$ cat config.mk
export PLATFORM = sky130hd
export DESIGN_NAME = i2c_master_single_byte
export DESIGN_NICKNAME = d
export VERILOG_FILES = /design/src/rtl/i2c_pkg.sv /design/src/rtl/i2c_clk_gen.sv /design/src/rtl/i2c_master_single_byte.sv
export SDC_FILE = /design/constraint.sdc
export NUM_CORES = 1
export LEC_CHECK = 0
export BUFFER_PORTS_ARGS = -buffer_cell sky130_fd_sc_hd__buf_2
export CORE_MARGIN = 2
export CORE_UTILIZATION = 40
export CTS_BUF_LIST = sky130_fd_sc_hd__clkbuf_8
export CTS_CLUSTER_DIAMETER = 50
export DETAILED_ROUTE_END_ITERATION = 8
export PLACE_DENSITY = 0.67
export SKIP_CTS_REPAIR_TIMING = 1
export SLEW_MARGIN = 15
export SYNTH_ARGS = -nofsm -noshare
export SYNTH_HDL_FRONTEND = slang
export SYNTH_SLANG_ARGS = --single-unit
$ cat constraint.sdc
create_clock -name clk -period 1.5 [get_ports clk]
set_input_delay 0.075 -clock clk [delete_from_list [all_inputs] [get_ports clk]]
set_output_delay 0.075 -clock clk [all_outputs]
set_load 0.01 [all_outputs]
$ cat src/rtl/i2c_pkg.sv
// Shared definitions for the single-byte I2C write master:
// the controller state encoding and the default SCL divider.
package i2c_pkg;

  // clk cycles per SCL quarter period (100 MHz clk -> 100 kHz SCL)
  localparam int CLK_DIV_DEFAULT = 250;

  typedef enum logic [2:0] {
    IDLE,
    START,
    ADDR,
    ADDR_ACK,
    DATA,
    DATA_ACK,
    STOP,
    DONE
  } state_t;

endpackage

$ cat src/rtl/i2c_clk_gen.sv
// Quarter-phase timing for the I2C master. While run is high, a divider
// counts CLK_DIV clk cycles per quarter and a 2-bit phase index walks
// Q0..Q3 once per bit time. hold freezes the divider (clock stretching).
module i2c_clk_gen
  import i2c_pkg::*;
#(
  parameter int CLK_DIV = CLK_DIV_DEFAULT
) (
  input  logic       clk,
  input  logic       rst,
  input  logic       run,
  input  logic       hold,
  output logic       tick,
  output logic [1:0] phase,
  output logic       bit_end
);

  localparam int CNT_W = (CLK_DIV > 1) ? $clog2(CLK_DIV) : 1;
  localparam logic [CNT_W-1:0] CNT_MAX = CNT_W'(CLK_DIV - 1);

  logic [CNT_W-1:0] cnt_q, cnt_d;
  logic [1:0]       phase_q, phase_d;

  // Advance the quarter divider and phase; both sit at zero while idle.
  always_comb begin
    cnt_d   = cnt_q;
    phase_d = phase_q;
    tick    = 1'b0;
    if (!run) begin
      cnt_d   = '0;
      phase_d = 2'd0;
    end else if (!hold) begin
      if (cnt_q == CNT_MAX) begin
        tick    = 1'b1;
        cnt_d   = '0;
        phase_d = phase_q + 2'd1;
      end else begin
        cnt_d = cnt_q + CNT_W'(1);
      end
    end
  end

  // Divider and phase registers with synchronous active-low reset.
  always_ff @(posedge clk) begin
    if (!rst) begin
      cnt_q   <= '0;
      phase_q <= 2'd0;
    end else begin
      cnt_q   <= cnt_d;
      phase_q <= phase_d;
    end
  end

  assign phase   = phase_q;
  assign bit_end = tick && (phase_q == 2'd3);

endmodule

$ cat src/rtl/i2c_master_single_byte.sv
// Single-byte I2C write master: START, 7-bit address + W, ACK, one data
// byte, ACK, STOP. A NACK on the address skips the data byte.
// Optional feature macro: I2C_CLK_STRETCH_EN -- when defined, the quarter
// timer holds while SCL is released but still read low (slave stretching).
module i2c_master_single_byte
  import i2c_pkg::*;
#(
  parameter int CLK_DIV = CLK_DIV_DEFAULT
) (
  input  logic       clk,
  input  logic       rst,
  input  logic       en,
  input  logic [6:0] addr,
  input  logic       wr_start,
  input  logic [7:0] wr_byte,
  output logic       busy,
  output logic       done,
  output logic       ack_err,
  output logic       scl_oe,
  output logic       sda_oe,
  input  logic       scl_i,
  input  logic       sda_i
);

  state_t     state_q, state_d;
  logic [6:0] addr_q, addr_d;
  logic [7:0] data_q, data_d;
  logic [2:0] bit_cnt_q, bit_cnt_d;
  logic       ack_err_q, ack_err_d;

  logic       run;
  logic       hold;
  logic       tick;
  logic [1:0] phase;
  logic       bit_end;
  logic       sample;
  logic [7:0] addr_byte;

  assign run       = (state_q != IDLE) && (state_q != DONE);
  assign sample    = tick && (phase == 2'd2);
  assign addr_byte = {addr_q, 1'b0};

`ifdef I2C_CLK_STRETCH_EN
  assign hold = run && !scl_oe && !scl_i && ((phase == 2'd1) || (phase == 2'd2));
`else
  logic unused_scl_i;
  assign unused_scl_i = scl_i;
  assign hold         = 1'b0;
`endif

  i2c_clk_gen #(
    .CLK_DIV(CLK_DIV)
  ) u_clk_gen (
    .clk    (clk),
    .rst    (rst),
    .run    (run),
    .hold   (hold),
    .tick   (tick),
    .phase  (phase),
    .bit_end(bit_end)
  );

  // Next-state logic: sequence the frame one bit time at a time and record NACKs.
  always_comb begin
    state_d   = state_q;
    addr_d    = addr_q;
    data_d    = data_q;
    bit_cnt_d = bit_cnt_q;
    ack_err_d = ack_err_q;
    case (state_q)
      IDLE: begin
        if (wr_start && en) begin
          addr_d    = addr;
          data_d    = wr_byte;
          ack_err_d = 1'b0;
          state_d   = START;
        end
      end
      START: begin
        if (bit_end) begin
          state_d   = ADDR;
          bit_cnt_d = 3'd7;
        end
      end
      ADDR: begin
        if (bit_end) begin
          if (bit_cnt_q == 3'd0) state_d = ADDR_ACK;
          else                   bit_cnt_d = bit_cnt_q - 3'd1;
        end
      end
      ADDR_ACK: begin
        if (sample && sda_i) ack_err_d = 1'b1;
        if (bit_end) begin
          if (ack_err_q) begin
            state_d = STOP;
          end else begin
            state_d   = DATA;
            bit_cnt_d = 3'd7;
          end
        end
      end
      DATA: begin
        if (bit_end) begin
          if (bit_cnt_q == 3'd0) state_d = DATA_ACK;
          else                   bit_cnt_d = bit_cnt_q - 3'd1;
        end
      end
      DATA_ACK: begin
        if (sample && sda_i) ack_err_d = 1'b1;
        if (bit_end) state_d = STOP;
      end
      STOP: begin
        if (bit_end) state_d = DONE;
      end
      DONE: begin
        state_d = IDLE;
      end
      default: begin
        state_d = IDLE;
      end
    endcase
  end

  // State and transaction registers; reset aborts at once and releases the bus.
  always_ff @(posedge clk) begin
    if (!rst) begin
      state_q   <= IDLE;
      addr_q    <= 7'd0;
      data_q    <= 8'd0;
      bit_cnt_q <= 3'd0;
      ack_err_q <= 1'b0;
    end else begin
      state_q   <= state_d;
      addr_q    <= addr_d;
      data_q    <= data_d;
      bit_cnt_q <= bit_cnt_d;
      ack_err_q <= ack_err_d;
    end
  end

  // Bus drive per state and quarter: SCL low in Q0/Q3 of each bit, SDA steady across a bit.
  always_comb begin
    scl_oe = 1'b0;
    sda_oe = 1'b0;
    busy   = run;
    done   = (state_q == DONE);
    case (state_q)
      START: begin
        sda_oe = (phase >= 2'd2);
        scl_oe = (phase == 2'd3);
      end
      ADDR: begin
        scl_oe = (phase == 2'd0) || (phase == 2'd3);
        sda_oe = !addr_byte[bit_cnt_q];
      end
      DATA: begin
        scl_oe = (phase == 2'd0) || (phase == 2'd3);
        sda_oe = !data_q[bit_cnt_q];
      end
      ADDR_ACK, DATA_ACK: begin
        scl_oe = (phase == 2'd0) || (phase == 2'd3);
      end
      STOP: begin
        scl_oe = (phase == 2'd0);
        sda_oe = (phase <= 2'd1);
      end
      default: begin
      end
    endcase
  end

  assign ack_err = ack_err_q;

endmodule

# After elaboration in Yosys (flattened, before gate mapping)
# Index checks and enable logic that the tools add are counted.
# totals
output_inout_bits,5
regBits,32
wordCells,89
input_bits,21
# classes
n_reduce_logical,23
n_mux,27
add_sub_neg,3
order_cmp,3
bitwise,2
eq_ne,24
# ops
cell,n
$mux W3,13
$pmux W3 S8,1
$ne A2 B2 Y1 const B,11
$eq A3 B3 Y1 const B,4
$pmux W3 S3,1
$reduce_and A9 Y1,1
$add A8 B1 Y8 const B,1
$eq A8 B8 Y1 const B,1
$bmux W1 S3,2
$eq A3 B2 Y1 const B,2
$logic_not A3 Y1,2
$mux W1,6
$reduce_and A6 Y1,1
$reduce_bool A3 Y1,2
$logic_and A1 B1 Y1,5
$eq A2 B2 Y1 const B,2
$lt A3 B4 Y1 const B,1
$ne A2 B1 Y1 const B,2
$pmux W1 S4,1
$reduce_and A2 Y1,2
$reduce_or A2 Y1,2
$reduce_or A4 Y1,1
$eq A3 B1 Y1 const B,1
$ne A3 B3 Y1 const B,1
14 further kinds,16

# Longest topological paths before layout
# Gate-level depths: netlist of run 1.
# depth
word_depth,7
mapped_depth,8

# Cells and area by module
# From an unflattened synthesis of run 1, not the netlist that was laid out.
# hier_totals
cells_unflattened,192
hier_area_um2,1767.9
# modules_own_cells
module,instances,area_per_inst_um2,cells_each,seq_area_each_um2
i2c_master_single_byte,1,1260.0,135,440.4
i2c_clk_gen,1,508.0,57,200.2

# Least setup slack after synthesis of run 1
# Ideal clock, no wire load.
# synth_timing
path_kind,register -> register
startpoint,register u_clk_gen.cnt_q[0]
endpoint,register bit_cnt_q[0]
arrival_ns,1.417
stages_incl_launch_ff,8
synth_period_minus_slack_ns,1.533
setup_ns,0.116
slack_ns,-0.033
n_path_buf,1
cell_sequence,dfxtp_1 > ha_1 > nand4b_1 > or3_1 > buf_6 > nor2_4 > nand3_1 > o211a_1
# synth_between
elab_chain_cells,6
word_cells_on_any_way,8
classes_between,4 x eq/ne; 2 x mux; 2 x reduce/logical
# synth_lines
element,line,source
start: declaration,i2c_clk_gen.sv:21,"logic [CNT_W-1:0] cnt_q, cnt_d;"
start signal: assignment,i2c_clk_gen.sv:49,cnt_q <= cnt_d;
$eq A8 B8 Y1 (*),i2c_clk_gen.sv:33,if (cnt_q == CNT_MAX) begin
$mux W1 (*),i2c_clk_gen.sv:33,
$mux W1 (*),i2c_clk_gen.sv:29,if (!run) begin
$logic_and A1 B1 Y1 (*),i2c_clk_gen.sv:55,assign bit_end = tick && (phase_q == 2'd3);
$ne A2 B1 Y1 (no source line) or $ne A2 B2 Y1 (tied branches),-,
$reduce_and A6 Y1 (no source line) (*),-,
end signal: assignment,i2c_master_single_byte.sv:136,bit_cnt_q <= bit_cnt_d;
end: declaration,i2c_master_single_byte.sv:28,"logic [2:0] bit_cnt_q, bit_cnt_d;"
# Mark *: on every way between the ends. The rest lies on a longest branch, timed or not.
# A chain may end at the register's enable or synchronous reset.

# Worst setup path after layout of run 1
# layout_timing
startpoint,register bit_cnt_q[0]
endpoint,output sda_oe
# layout_between
elab_chain_cells,4
word_cells_on_any_way,7
classes_between,5 x mux; 2 x reduce/logical
# layout_lines
element,line,source
"$bmux W1 S3, on equally long branches","i2c_master_single_byte.sv:158, i2c_master_single_byte.sv:154",
"$mux W1, on equally long branches","i2c_master_single_byte.sv:158, i2c_master_single_byte.sv:154",
"$logic_not A1 Y1, on equally long branches","i2c_master_single_byte.sv:158, i2c_master_single_byte.sv:154",
$pmux W1 S4 (*),i2c_master_single_byte.sv:147,case (state_q)
end: declaration,i2c_master_single_byte.sv:20,"output logic sda_oe,"
# Mark *: on every way between the ends. The rest lies on a longest branch, timed or not. The select of a mux whose other input is x is not followed.

==> results.ini, run 1 <==
[sta]
tightestPinTransition_ns = 0.358
fin_skew_ns = 0.00478
setup_ws_ns = -0.280
tns_ns = -0.412
setup_viol = 5
period_share = 1.19
whs_ns = 0.0269
slew_violations = 0
relSlewSlack = 0.760
timing.fmax_mhz = 562
finalHoldViolCount = 0
timing.final.crit_period_ns = 1.78
rsz0062_at_grt = true

[final_layout]
area.sequential_um2 = 657
layout-drive-gt1-share = 0.426
fillers = 388
syn_to_final_growth_pct = 37.8
nNetsFinal = 291
antenna_cells = 0
multi_input_area_mm2 = 0.00109

[detailed_routing]
postRouteAntennaNets = 0
viasPerCell = 4.91
route.met2.wl_um = 1870
drcViolationCount = 0
top_layer = met4
drtIter0Drc = 48
met3_length_um = 152
drt-total-wl_um = 3890
wire_per_inst_um = 12.4
vias = 1537
first_pass_iters = 4
wirelength_met1_um = 1790

[critical_path]
cp.buffers_inverters = 1
crit_required_ns = 1.42
cp_slowest_cell = mux4_2
cp-end-kind = primary output
max_stage_delay_ns = 0.49
critical_path_arrival_ns = 1.71
critical_path_class = reg -> out
cp_top_family = multiplexers
critical_path.cell_chain = mux4_2 -> nor2_1 -> a31oi_1 -> o41ai_2 -> buf_2
crit_start = bit_cnt_q[0]
reg2reg_from = bit_cnt_q[0]
cp-start-kind = flop
cp_max_fo = 4

[power_and_ir_drop]
seq_power_share = 0.500
p_comb_frac = 0.134
p_int_mw = 1.37
power_switching_mw = 0.434
p_sw_frac = 0.240
p_per_area_mw_per_mm2 = 759
power_leakage_nw = 1.01
ir_drop_uv = 715
clkPwrFrac = 0.366

[clock_tree]
clk_pin_slew_ns = 0.07
cts_made_buffers = 5
cts_tree = done
cts_sinks = 32
clock_path_buffers = 2
clock-root-buffer = clkbuf_8
htreeDepth = 2
clkLatencyLatePin_ns = 0.28

[status]
status = finished, violations left
violations = negative setup slack

[logic_synthesis]
ys_seq_area_frac = 0.370
synth_nets = 230
synthCells = 201
ys_warn_count = 0
yosys_register_bits = 32
syn-cell-area_mm2 = 0.00173
ys_types = 46
synth_area_leader_cell = dfxtp_1
async_reset_ff_frac = 0
synth_area_leaders = dfxtp_1 (37%), nand2_1 (8.0%), ha_1 (5.8%)
synth_top_area_share = 0.370
synth_flop_cell = dfxtp_1
synth.avg_cell_area_um2 = 8.60
synth-edff-count = 0

[floorplanning]
initial_core_util = 0.423
rows = 23
dieArea_mm2 = 0.00487
boundaryPins = 26
die_w_um = 69.8
die_height_um = 69.8
core_mm2 = 0.00409

[min_path]
min_path_type = in -> reg
min_from = addr[4]

[place]
io_buffers = 24
finalWeightedCongestion = 0.837
place_hpwl_um = 2900

[grt]
grt_pass1_vias = 1449
grt_first_pass_wirelength_um = 6370
track_usage = 0.165
grt_overflow = 0
grt_max_degree = 16
antenna_found_initial = 0

[flow_run]
maxCapViolCount = 0

## cell usage after synthesis, drive strengths merged (5+ instances only)
cell,n
a21boi,15
buf,8
a21oi,7
nor2,22
nor2b,5
nand3,7
dfxtp,32
nand2,38
inv,9
ha,8
xnor2,7
## registers in the layout, indices dropped and copies added, names as in the netlist
register / count
data_q: 8
u_clk_gen.cnt_q: 8
addr_q: 7
bit_cnt_q: 3
state_q: 3
u_clk_gen.phase: 2
ack_err: 1
## logic make-up (layout without fill, tap and decap cells)
| logic type | Yosys count | after routing | share of synthesized area |
|---|---|---|---|
| buffers and inverters | 20 | 82 | 0.0601 |
| DFF | 32 | 32 | 0.370 |
| xor gates and xnor gates | 9 | 9 | 0.0456 |
| muxes | 7 | 7 | 0.0629 |
| AOI/OAI and AO/OA | 37 | 37 | 0.158 |
| and+or+nand+nor | 88 | 88 | 0.245 |
| adders and majority gates | 8 | 8 | 0.0579 |
## final cells by class
cell class / count / area share
tap: 50 / 0.0263
multi-input combinational: 149 / 0.456
sequential: 32 / 0.276
clock buffer: 6 / 0.0347
inverter: 9 / 0.0163
clock inverter: 2 / 0.00315
timing repair buffer: 65 / 0.188
## routing by layer
metal  GRT usage  vias to the layer above
met3      0.0422                        6
li1            -                      798
met1       0.212                      712
met2       0.261                       21
met5           0                        -
met4      0.0705                        0
## metrics by stage
stage          instances   util  area (um2)  power [mW]  setup slack [ns]
6_report             313  0.583        2380        1.81            -0.280
5_1_grt              313  0.583        2380        1.89            -0.342
4_1_cts              310  0.548        2240        1.82            -0.363
3_5_place_dp         302  0.526        2150        1.15           -0.0978
3_3_place_gp         302  0.526        2150        1.15           -0.0752
2_1_floorplan        201      -        1740        1.05         -0.000486
## power groups by stage
| stage | Clock (mW) | Sequential (mW) | Combinational, mW |
|---|---|---|---|
| 2_1_floorplan | 0 | 0.912 | 0.134 |
| 3_3_place_gp | 0 | 0.921 | 0.229 |
| 3_5_place_dp | 0 | 0.921 | 0.232 |
| 4_1_cts | 0.687 | 0.902 | 0.233 |
| 5_1_grt | 0.717 | 0.907 | 0.270 |
| 6_report | 0.661 | 0.904 | 0.243 |
## cell usage in the layout (no fill, tap or decap), types with 2 or more instances in the layout
cell      Yosys  final
buf_6         1      2
buf_4         3     38
and2b_1       2      2
o211a_1       2      2
a21boi_0      5      4
a31oi_1       2      2
mux2i_1       3      3
ha_2          0      2
and3_1        3      2
clkbuf_8      0      6
ha_1          8      4
nor2_1       20     19
a21boi_1     10     11
nand2b_1      2      2
nand3_1       7      6
nor2b_1       5      5
dfxtp_1      32     23
dfxtp_4       0      2
a21oi_1       6      6
xnor2_1       7      7
mux4_2        3      3
dfxtp_2       0      7
a311oi_1      3      2
inv_2         0      4
nor2_4        1      2
ha_4          0      2
nand2_1      37     36
buf_2         4     24
inv_1         9      6
## tightest hold or removal path: stages
cell	delay (ns)
buf_2	0.09
nand2_1	0.04
a21boi_1	0.05
## path summary, 6_finish.rpt
path,to,slack (ns),cells after the start
hold / removal,addr_q[4],0.03,3
setup reg to reg,bit_cnt_q[1],-0.05,8
setup / recovery,sda_oe,-0.28,5
hold reg to reg,data_q[2],0.46,2
No activity file was read; power rests on OpenSTA's default activity.
==> inputs of run 2 (changes only) <==
--- a/config.mk
+++ b/config.mk
@@ -11,6 +11,7 @@
 export CTS_BUF_LIST = sky130_fd_sc_hd__clkbuf_8
 export CTS_CLUSTER_DIAMETER = 50
 export DETAILED_ROUTE_END_ITERATION = 8
+export MAX_ROUTING_LAYER = met4
 export PLACE_DENSITY = 0.67
 export SKIP_CTS_REPAIR_TIMING = 1
 export SLEW_MARGIN = 15
==> run 2 against run 1 <==
The flow still finishes with violations (negative setup slack). Flip-flop and latch count is the same. Clock skew rose by 0.0013 ns. Final area unchanged. Global-route usage rose by 0.46 points. Critical path type unchanged. Sequential share of layout area stayed put. Clock power up 0.9%. Sequential power about the same. Via count grew 0.59%. Count of clock-buffer cells in the layout is the same. Register-to-register slack is essentially flat. Power is 0.32% higher. Hold slack worse by 0.0048 ns.
==> results.ini, run 2 (synthesis results as in run 1) <==
[final_layout]
largestRegisters = data_q x8, u_clk_gen.cnt_q x8, addr_q x7  ; unchanged
syn_to_final_growth_pct = 37.8  ; unchanged
final_cell_mix = buf_4 (38), nand2_1 (36), buf_2 (24), dfxtp_1 (23), nor2_1 (19)  ; unchanged
layout_commonest_cell = buf_4  ; unchanged
nNetsFinal = 291  ; unchanged
stdcell_area_mm2 = 0.00238  ; unchanged
layout-drive-gt1-share = 0.426  ; unchanged
antenna_cells = 0  ; unchanged
final_util = 0.583  ; unchanged

[detailed_routing]
wire_per_inst_um = 12.5  ; was 12.4 um
wirelength_met1_um = 1770  ; was 1790 um
postRouteAntennaNets = 0  ; unchanged
drt-total-wl_um = 3920  ; was 3890 um
drtIter0Drc = 59  ; was 48
vias = 1546  ; was 1,537
route.met2.wl_um = 1880  ; was 1870 um
top_layer = met4  ; unchanged
first_pass_iters = 4  ; unchanged
met3_length_um = 186  ; was 152 um
drcViolationCount = 0  ; unchanged
viasPerCell = 4.94  ; was 4.91

[floorplanning]
die_w_um = 69.8  ; unchanged
rows = 23  ; unchanged
core_mm2 = 0.00409  ; unchanged
dieArea_mm2 = 0.00487  ; unchanged
initial_core_util = 0.423  ; unchanged
boundaryPins = 26  ; unchanged
die_height_um = 69.8  ; unchanged

[flow_run]
maxCapViolCount = 0  ; unchanged

[place]
post-place-ws_ns = -0.0978  ; unchanged
finalWeightedCongestion = 0.850  ; was 0.837
io_buffers = 24  ; unchanged
place_hpwl_um = 2900  ; unchanged
dpl_cell_area_mm2 = 0.00215  ; unchanged

[sta]
timing.final.crit_period_ns = 1.79  ; was 1.78 ns
timing.fmax_mhz = 560  ; was 562 MHz
whs_ns = 0.0221  ; was 0.0269 ns
setup_ws_ns = -0.286  ; was -0.280 ns
rsz0062_at_grt = true  ; unchanged
slew_violations = 0  ; unchanged
period_share = 1.19  ; about the same
relSlewSlack = 0.758  ; was 0.760
tightestPinTransition_ns = 0.361  ; was 0.358 ns
finalHoldViolCount = 0  ; unchanged
tns_ns = -0.430  ; was -0.412 ns
setup_viol = 5  ; unchanged
fin_skew_ns = 0.00607  ; was 0.00478 ns

[critical_path]
cp-end-kind = primary output  ; unchanged
critical_path_class = reg -> out  ; unchanged
crit_required_ns = 1.42  ; about the same
cp-start-kind = flop  ; unchanged
cp_max_fo = 4  ; unchanged
critical_path_arrival_ns = 1.71  ; about the same

[grt]
antenna_found_initial = 0  ; unchanged
track_usage = 0.169  ; was 0.165
grt_first_pass_wirelength_um = 6360  ; was 6370 um
grt_pass1_vias = 1449  ; unchanged
grt_max_degree = 16  ; unchanged
grt_overflow = 0  ; unchanged

[power_and_ir_drop]
p_sw_frac = 0.243  ; was 0.240
p_per_area_mw_per_mm2 = 762  ; was 759 mW/mm2
p_int_mw = 1.37  ; about the same
seq_power_share = 0.498  ; was 0.500
p_comb_frac = 0.134  ; about the same
ir_drop_uv = 713  ; was 715 uV
power_switching_mw = 0.440  ; was 0.434 mW
power_leakage_nw = 1.01  ; unchanged
clkPwrFrac = 0.368  ; was 0.366

[clock_tree]
clk_pin_slew_ns = 0.07  ; about the same
clock-root-buffer = clkbuf_8  ; unchanged
htreeDepth = 2  ; unchanged
cts_made_buffers = 5  ; unchanged
clock_path_buffers = 2  ; unchanged
clkLatencyLatePin_ns = 0.29  ; was 0.28 ns
cts_tree = done  ; unchanged
cts_sinks = 32  ; unchanged

[status]
status = finished, violations left  ; unchanged
violations = negative setup slack  ; unchanged

[min_path]
min_path_type = in -> reg  ; unchanged

## run 2: path summary, 6_finish.rpt
check             cells after the start            to  slack, ns    startpoint
setup / recovery                      5        sda_oe      -0.29  bit_cnt_q[0]
hold / removal                        3     addr_q[4]       0.02       addr[4]
setup reg to reg                      8  bit_cnt_q[1]      -0.05  bit_cnt_q[0]
hold reg to reg                       2     data_q[2]       0.46     data_q[2]
## run 2: layout make-up
| class | count | area, um2 |
|---|---|---|
| repair buffers | 65 | 448 |
| clock inverters | 2 | 7.51 |
| flip-flops and latches | 32 | 657 |
| fillers | 388 | 1700 |
| inverters | 9 | 38.8 |
| clock buffers | 6 | 82.6 |
| multi-input cells | 149 | 1090 |
| well taps | 50 | 62.6 |
## run 2: critical path, stage by stage, from the launching register on
cell     delay, ns
dfxtp_4       0.37
mux4_2        0.49
nor2_1        0.09
a31oi_1       0.06
o41ai_2       0.23
buf_2         0.18
## run 2: power groups by stage
stage / Sequential [mW] / Clock (mW) / Combinational (mW)
6_report: 0.904 / 0.667 / 0.243
5_1_grt: 0.907 / 0.717 / 0.270
4_1_cts: 0.902 / 0.687 / 0.233
3_5_place_dp: 0.921 / 0 / 0.232
3_3_place_gp: 0.921 / 0 / 0.229
2_1_floorplan: 0.912 / 0 / 0.134
## run 2: metrics by stage
| stage | power [mW] | instances |
|---|---|---|
| finish | 1.81 | 313 |
| global route | 1.89 | 313 |
| CTS | 1.82 | 310 |
| detailed placement | 1.15 | 302 |
| global placement | 1.15 | 302 |
| floorplan | 1.05 | 201 |
## run 2: metal layers
| layer | vias up | global-route usage |
|---|---|---|
| li1 | 798 | - |
| met1 | 714 | 0.212 |
| met2 | 28 | 0.261 |
| met3 | 6 | 0.0422 |
| met4 | 0 | 0.0705 |
| met5 | - | - |
